**config.mk**
```make
export PLATFORM = sky130hd
export DESIGN_NAME = alu_op_sequencer
export DESIGN_NICKNAME = d
export VERILOG_FILES = /design/src/rtl/alu_op_sequencer.sv
export SDC_FILE = /design/constraint.sdc
export NUM_CORES = 1
export LEC_CHECK = 0
export CAP_MARGIN = 25
export CORE_MARGIN = 8
export CORE_UTILIZATION = 35
export CTS_BUF_LIST = sky130_fd_sc_hd__clkbuf_4 sky130_fd_sc_hd__clkbuf_8
export DETAILED_ROUTE_END_ITERATION = 7
export PLACE_DENSITY = 0.73
export SYNTH_ARGS = -nofsm -noshare
export SYNTH_HDL_FRONTEND = slang
export SYNTH_SLANG_ARGS = --single-unit
```
**constraint.sdc**
```tcl
create_clock -name clk -period 1.2 [get_ports clk]
set_input_delay 0.18 -clock clk [delete_from_list [all_inputs] [get_ports clk]]
set_output_delay 0.18 -clock clk [all_outputs]
set_load 0.03 [all_outputs]
```
**src/rtl/alu_op_sequencer.sv**
```systemverilog
// Issue/writeback sequencer feeding a combinational ALU: accept, drive, write back.
// Optional `ALU_SEQ_OVERLAP_EN lets a new op be accepted during writeback (1 op / 2 cycles).
module alu_op_sequencer #(
  parameter int WIDTH  = 8,
  parameter int ADDR_W = 3
) (
  input  logic              clk,
  input  logic              reset,
  input  logic              req_valid,
  output logic              req_ready,
  input  logic [1:0]        req_op,
  input  logic [WIDTH-1:0]  req_a,
  input  logic [WIDTH-1:0]  req_b,
  input  logic [ADDR_W-1:0] req_dst,
  output logic [WIDTH-1:0]  alu_r0_rd,
  output logic [WIDTH-1:0]  alu_rs,
  output logic [1:0]        alu_control,
  input  logic [WIDTH-1:0]  alu_result,
  input  logic              alu_z,
  output logic              wb_en,
  output logic [ADDR_W-1:0] wb_addr,
  output logic [WIDTH-1:0]  wb_data,
  output logic              z_flag,
  output logic [7:0]        op_count,
  output logic              busy
);

  typedef enum logic [1:0] {IDLE, DRIVE, WB} state_t;

  state_t            state;
  logic [ADDR_W-1:0] dst_q;

  // Handshake and status are pure decodes of the state register, never of req_valid.
`ifdef ALU_SEQ_OVERLAP_EN
  assign req_ready = (state == IDLE) || (state == WB);
`else
  assign req_ready = (state == IDLE);
`endif
  assign busy  = (state != IDLE);
  assign wb_en = (state == WB);

  // wb_addr is loaded from dst_q at DRIVE so an overlapped accept cannot disturb the
  // writeback that is still in progress.
  always_ff @(posedge clk) begin
    if (reset) begin
      state       <= IDLE;
      alu_r0_rd   <= '0;
      alu_rs      <= '0;
      alu_control <= '0;
      dst_q       <= '0;
      wb_addr     <= '0;
      wb_data     <= '0;
      z_flag      <= 1'b0;
      op_count    <= '0;
    end else begin
      case (state)
        IDLE: begin
          if (req_valid) begin
            alu_r0_rd   <= req_a;
            alu_rs      <= req_b;
            alu_control <= req_op;
            dst_q       <= req_dst;
            state       <= DRIVE;
          end
        end
        DRIVE: begin
          wb_data <= alu_result;
          z_flag  <= alu_z;
          wb_addr <= dst_q;
          state   <= WB;
        end
        WB: begin
          op_count <= op_count + 8'd1;
`ifdef ALU_SEQ_OVERLAP_EN
          if (req_valid) begin
            alu_r0_rd   <= req_a;
            alu_rs      <= req_b;
            alu_control <= req_op;
            dst_q       <= req_dst;
            state       <= DRIVE;
          end else begin
            state <= IDLE;
          end
`else
          state <= IDLE;
`endif
        end
        default: state <= IDLE;
      endcase
    end
  end

endmodule

```
Yosys cells after proc, flatten, opt, wreduce, memory -nomap -nowiden
Cells that the tools add are included.

word-level totals
  output and inout port bits = 41
  input bits = 33
  register bits after elaboration = 43

cells by class
  mux-type cells = 2
  equal/unequal tests = 3
  $add $sub $neg = 1
  reduce and logical (&&, ||, !) cells = 3

operators by type and width
  operator                                                               number
  8-bit by 1-bit adder with 8-bit output, second input constant          1
  2-bit case mux with 2 select lines                                     1
  2-bit by 1-bit equality test with 1-bit output, second input constant  1
  2-bit equality test, second input constant                             1
  2-bit zero test                                                        1
  2-bit 2-to-1 mux                                                       1
  2-bit != test, second input constant                                   1
  2-bit AND reduction                                                    1
  2-bit nonzero test                                                     1

Longest topological paths before layout
  depth after elaboration = 2
  gate-level depth with buffers = 4

Worst setup path after synthesis
Ideal clock, no wire load.

  kind = register -> register
  start = register op_count[0]
  end = register op_count[6]
  path buffers = 0
  clock period less this slack = 1.528 ns
  library setup time = 0.070 ns
  arrival = 1.457 ns
  data required time = 1.130 ns
  stages on the path, launching flop included = 5
  slack = -0.328 ns
  path through = dfxtp_1 > ha_1 > inv_1 > or4_1 > a21oi_1

between the ends
  cells in the longest elaborated chain, start to end = 1

ends and longest elaborated chain
  element                                 RTL line  source
  start, declared                         24        output logic [7:0] op_count,
  start signal, assigned                  73        op_count <= op_count + 8'd1;
  8-bit by 1-bit adder with 8-bit output  73

Every way passes these cells.
A chain may end at the register's enable or synchronous reset.

Final worst setup path
  start = register state[1]
  end = output wb_en

between the ends
  cells in the longest elaborated chain, start to end = 1

ends and longest elaborated chain
  element                 RTL line  source
  start, declared         30        state_t state;
  start signal, assigned  46        state <= IDLE;
  start signal, assigned  63        state <= DRIVE;
  start signal, assigned  70        state <= WB;
  2-bit equality test     40        assign wb_en = (state == WB);
  end, declared           20        output logic wb_en,

Every way passes these cells.

==> results.txt <==
core area - 0.004384 mm2
Worst Path Required - 1020 ps
DRC viols - 0
Cells after Synth - 169
post-route ant nets - 0
CP startpoint - state[1]
CP Capture Type - output port
WS Path Type - flop to output port
final worst slack - -158.1 ps
vias in the first global route - 1515
worst hold slack - 422.4 ps
Clock Latency Late Sink - 300 ps
Post-Synth Simple-Gate Area - 0.1945
syn_nets - 203
Initial Util - 0.3639
Most common cell on crit path - buf_6
most frequent cells after synthesis - dfxtp_1 (43), nor2_1 (26), nand2_1 (25)
Total GRT Usage - 0.1274
Max VDD drop - 0.7072 mV
Max Cap Viol - 0
routability cong. - 0.7196
area leader, netlist - dfxtp_1
WHS Endpoint - wb_data[4]
HP Start - alu_result[4]
most frequent cell after synthesis - dfxtp_1
wire per inst - 14.24 um
Die Y - 83.51 um
adder-cell share of the synthesized area - 0.007843
Unique masters post-synth - 25
H-Tree Depth - 2
top post-synthesis cells by area - dfxtp_1 (54%), mux2i_1 (14%), nor2_1 (6.1%), nand2_1 (5.9%), a21oi_1 (5.3%)
largest family of logic cells by synthesized area - simple AND/OR/NAND/NOR gates
Die X - 83.51 um
synthesized flop and latch total - 43
Worst Skew - 6.037 ps
Final Cycle Share - 1.132
xor/xnor share of the synthesized area - 0.01098
TritonCTS clock tree - yes
initial DRC count - 54
PortBufs - 73
post-synthesis mux area share - 0.1380
fraction of layout cells with a size suffix above 1 - 0.4000
Antenna Cells - 0
cells along the critical path - buf_4 > buf_6 > nor2b_4 > buf_6
FF-to-FF End - alu_control[0]
Synth Warn # - 0
Post-synth EDFFs - 0
worst-margin pin slew - 297.3 ps
Cell Rows - 24
Hold Path Class - input pin to flop
final hold vios - 0
Syn Std Cell Area - 0.001595 mm2
Hold-fix buffers, CTS - 0
Nets - 303
CP Max Fanout - 3
Avg Synthesized Cell Area - 9.440 um2
wire length on met3 - 422 um
CTS Sinks - 43
Post-synth top flop - dfxtp_1
P&R area growth vs syn - 78.35%
worst flop-to-flop path startpoint - state[1]
Ports - 74
setup slack, reg-to-reg - -130 ps
metal2 WL - 2192 um
Clock Path Buffers - 2
CTS Root Cell - clkbuf_8
Setup TNS - -2969 ps
GRT overflow - 0
largest net degree at the start of global routing - 44
RSZ-0062 raised after global routing - true
sequential share of the synthesized area - 0.5396
Reg clk slew, reported paths - 80 ps
Final setup viols - 28
FFs w/ async S/R, synth - 0
WL met1 - 1906 um
Crit-path slowest cell - dfxtp_4
max-slew violation count - 0
fmax - 736.3 MHz
Rel. slew slack - 0.8001
DP HPWL - 2902 um
Hold Crit Depth - 3
CP startpoint kind - flop
violated checks - negative setup slack
DRT Wirelength - 4585 um
Slowest Stage Delay on Critical Path - 350 ps
post-synthesis compound-gate area fraction - 0.07373
vias per cell - 4.671
run status - complete, but fails checks
top sig layer - met4
initial antenna violation count - 0
post-synth top area share - 0.5396
CTS Buf Count - 5
Min Clock Period, post-route - 1358 ps
Worst R2R Path Depth - 6
pwr dens - 1247 mW/mm2
Die Area - 0.006974 mm2
first-pass GRT wire length - 7376 um
DRT Pass-1 Iters - 4
CP arrival - 1180 ps
DR vias - 1504
Leak - 1.246 nW
## layout make-up
| type | count | area [um2] |
|---|---|---|
| clock buffers | 6 | 76.32 |
| flip-flops and latches | 43 | 885.9 |
| multi-input cells | 113 | 755.7 |
| inverters | 3 | 11.26 |
| well taps | 52 | 65.06 |
| clock inverters | 2 | 60.06 |
| fillers | 368 | 1539 |
| repair buffers | 103 | 991.0 |
## sequential cells by signal, indices dropped and copies added (netlist names)
| register | flops |
|---|---|
| wb_data | 8 |
| wb_addr | 3 |
| alu_r0_rd | 8 |
| op_count | 8 |
| dst_q | 3 |
| alu_rs | 8 |
| z_flag | 1 |
| alu_control | 2 |
| state | 2 |
## logic make-up after synthesis
family,after synthesis
compound gates,22
xor+xnor,2
fa+ha+maj,1
buf+inv,13
flops,43
mux,22
simple gates,66
## report_power, final
group	internal (mW)	switching, mW	leakage [nW]
registers	1.49	0.0414	0.357
clock network	0.854	0.492	0.0688
logic	0.355	0.321	0.820
total	2.69	0.854	1.25
## metal layers
metal / vias up / track usage
li1: 759 / -
met1: 689 / 0.1433
met2: 50 / 0.2001
met3: 6 / 0.06934
met4: 0 / 0.04239
met5: - / 0
## placed cells by master, fill, tap and decap left out, types with 2 or more instances in the layout
master and instances:
or4_4 2, clkbuf_2 6, clkbuf_8 5, dfxtp_4 6, clkdlybuf4s15_2 2, a21oi_1 15, buf_6 18, dfxtp_2 2
clkdlybuf4s50_1 32, bufinv_16 2, a21oi_2 2, nand3_1 2, inv_1 2, or3_1 2, nor2_1 25, buf_12 4
o31ai_1 2, o21ai_0 2, buf_4 39, mux2i_1 22, dfxtp_1 35, nand2_1 16, nand2_2 9
## worst max path at each step
stage                           to  slack, ps  cells after the start
global route          alu_r0_rd[5]       -230                      6
CTS                 alu_control[0]       -130                      6
global placement      alu_r0_rd[4]       -260                      5
detailed placement  alu_control[0]       -280                      5
finish                       wb_en       -160                      4
floorplan              op_count[6]        -90                      4
## through the flow
stage	setup WS, ps	utilization	area [um2]	std cells	total power, mW
after detailed placement	-275.2	0.5594	2452	297	2.150
after global placement	-260.3	0.5594	2452	297	2.144
after global routing	-229.9	0.6490	2845	322	3.729
final	-158.1	0.6490	2845	322	3.549
after CTS	-126.2	0.6396	2804	317	3.574
after floorplan	-91.04	-	1645	169	1.869
## worst max-delay path: cells and delay by family (launching register included)
kind	cells	cell delay (ps)
buffers and inverters	3	360
DFF	1	350
and+or+nand+nor	1	180
## repair_timing
action,4_1_cts,5_1_grt
cloned,2,1
resized for setup,43,26
pin swaps,8,13
setup endpoints to repair,26,46
buffers inserted,11,5
(Power assumes the default switching activity.)
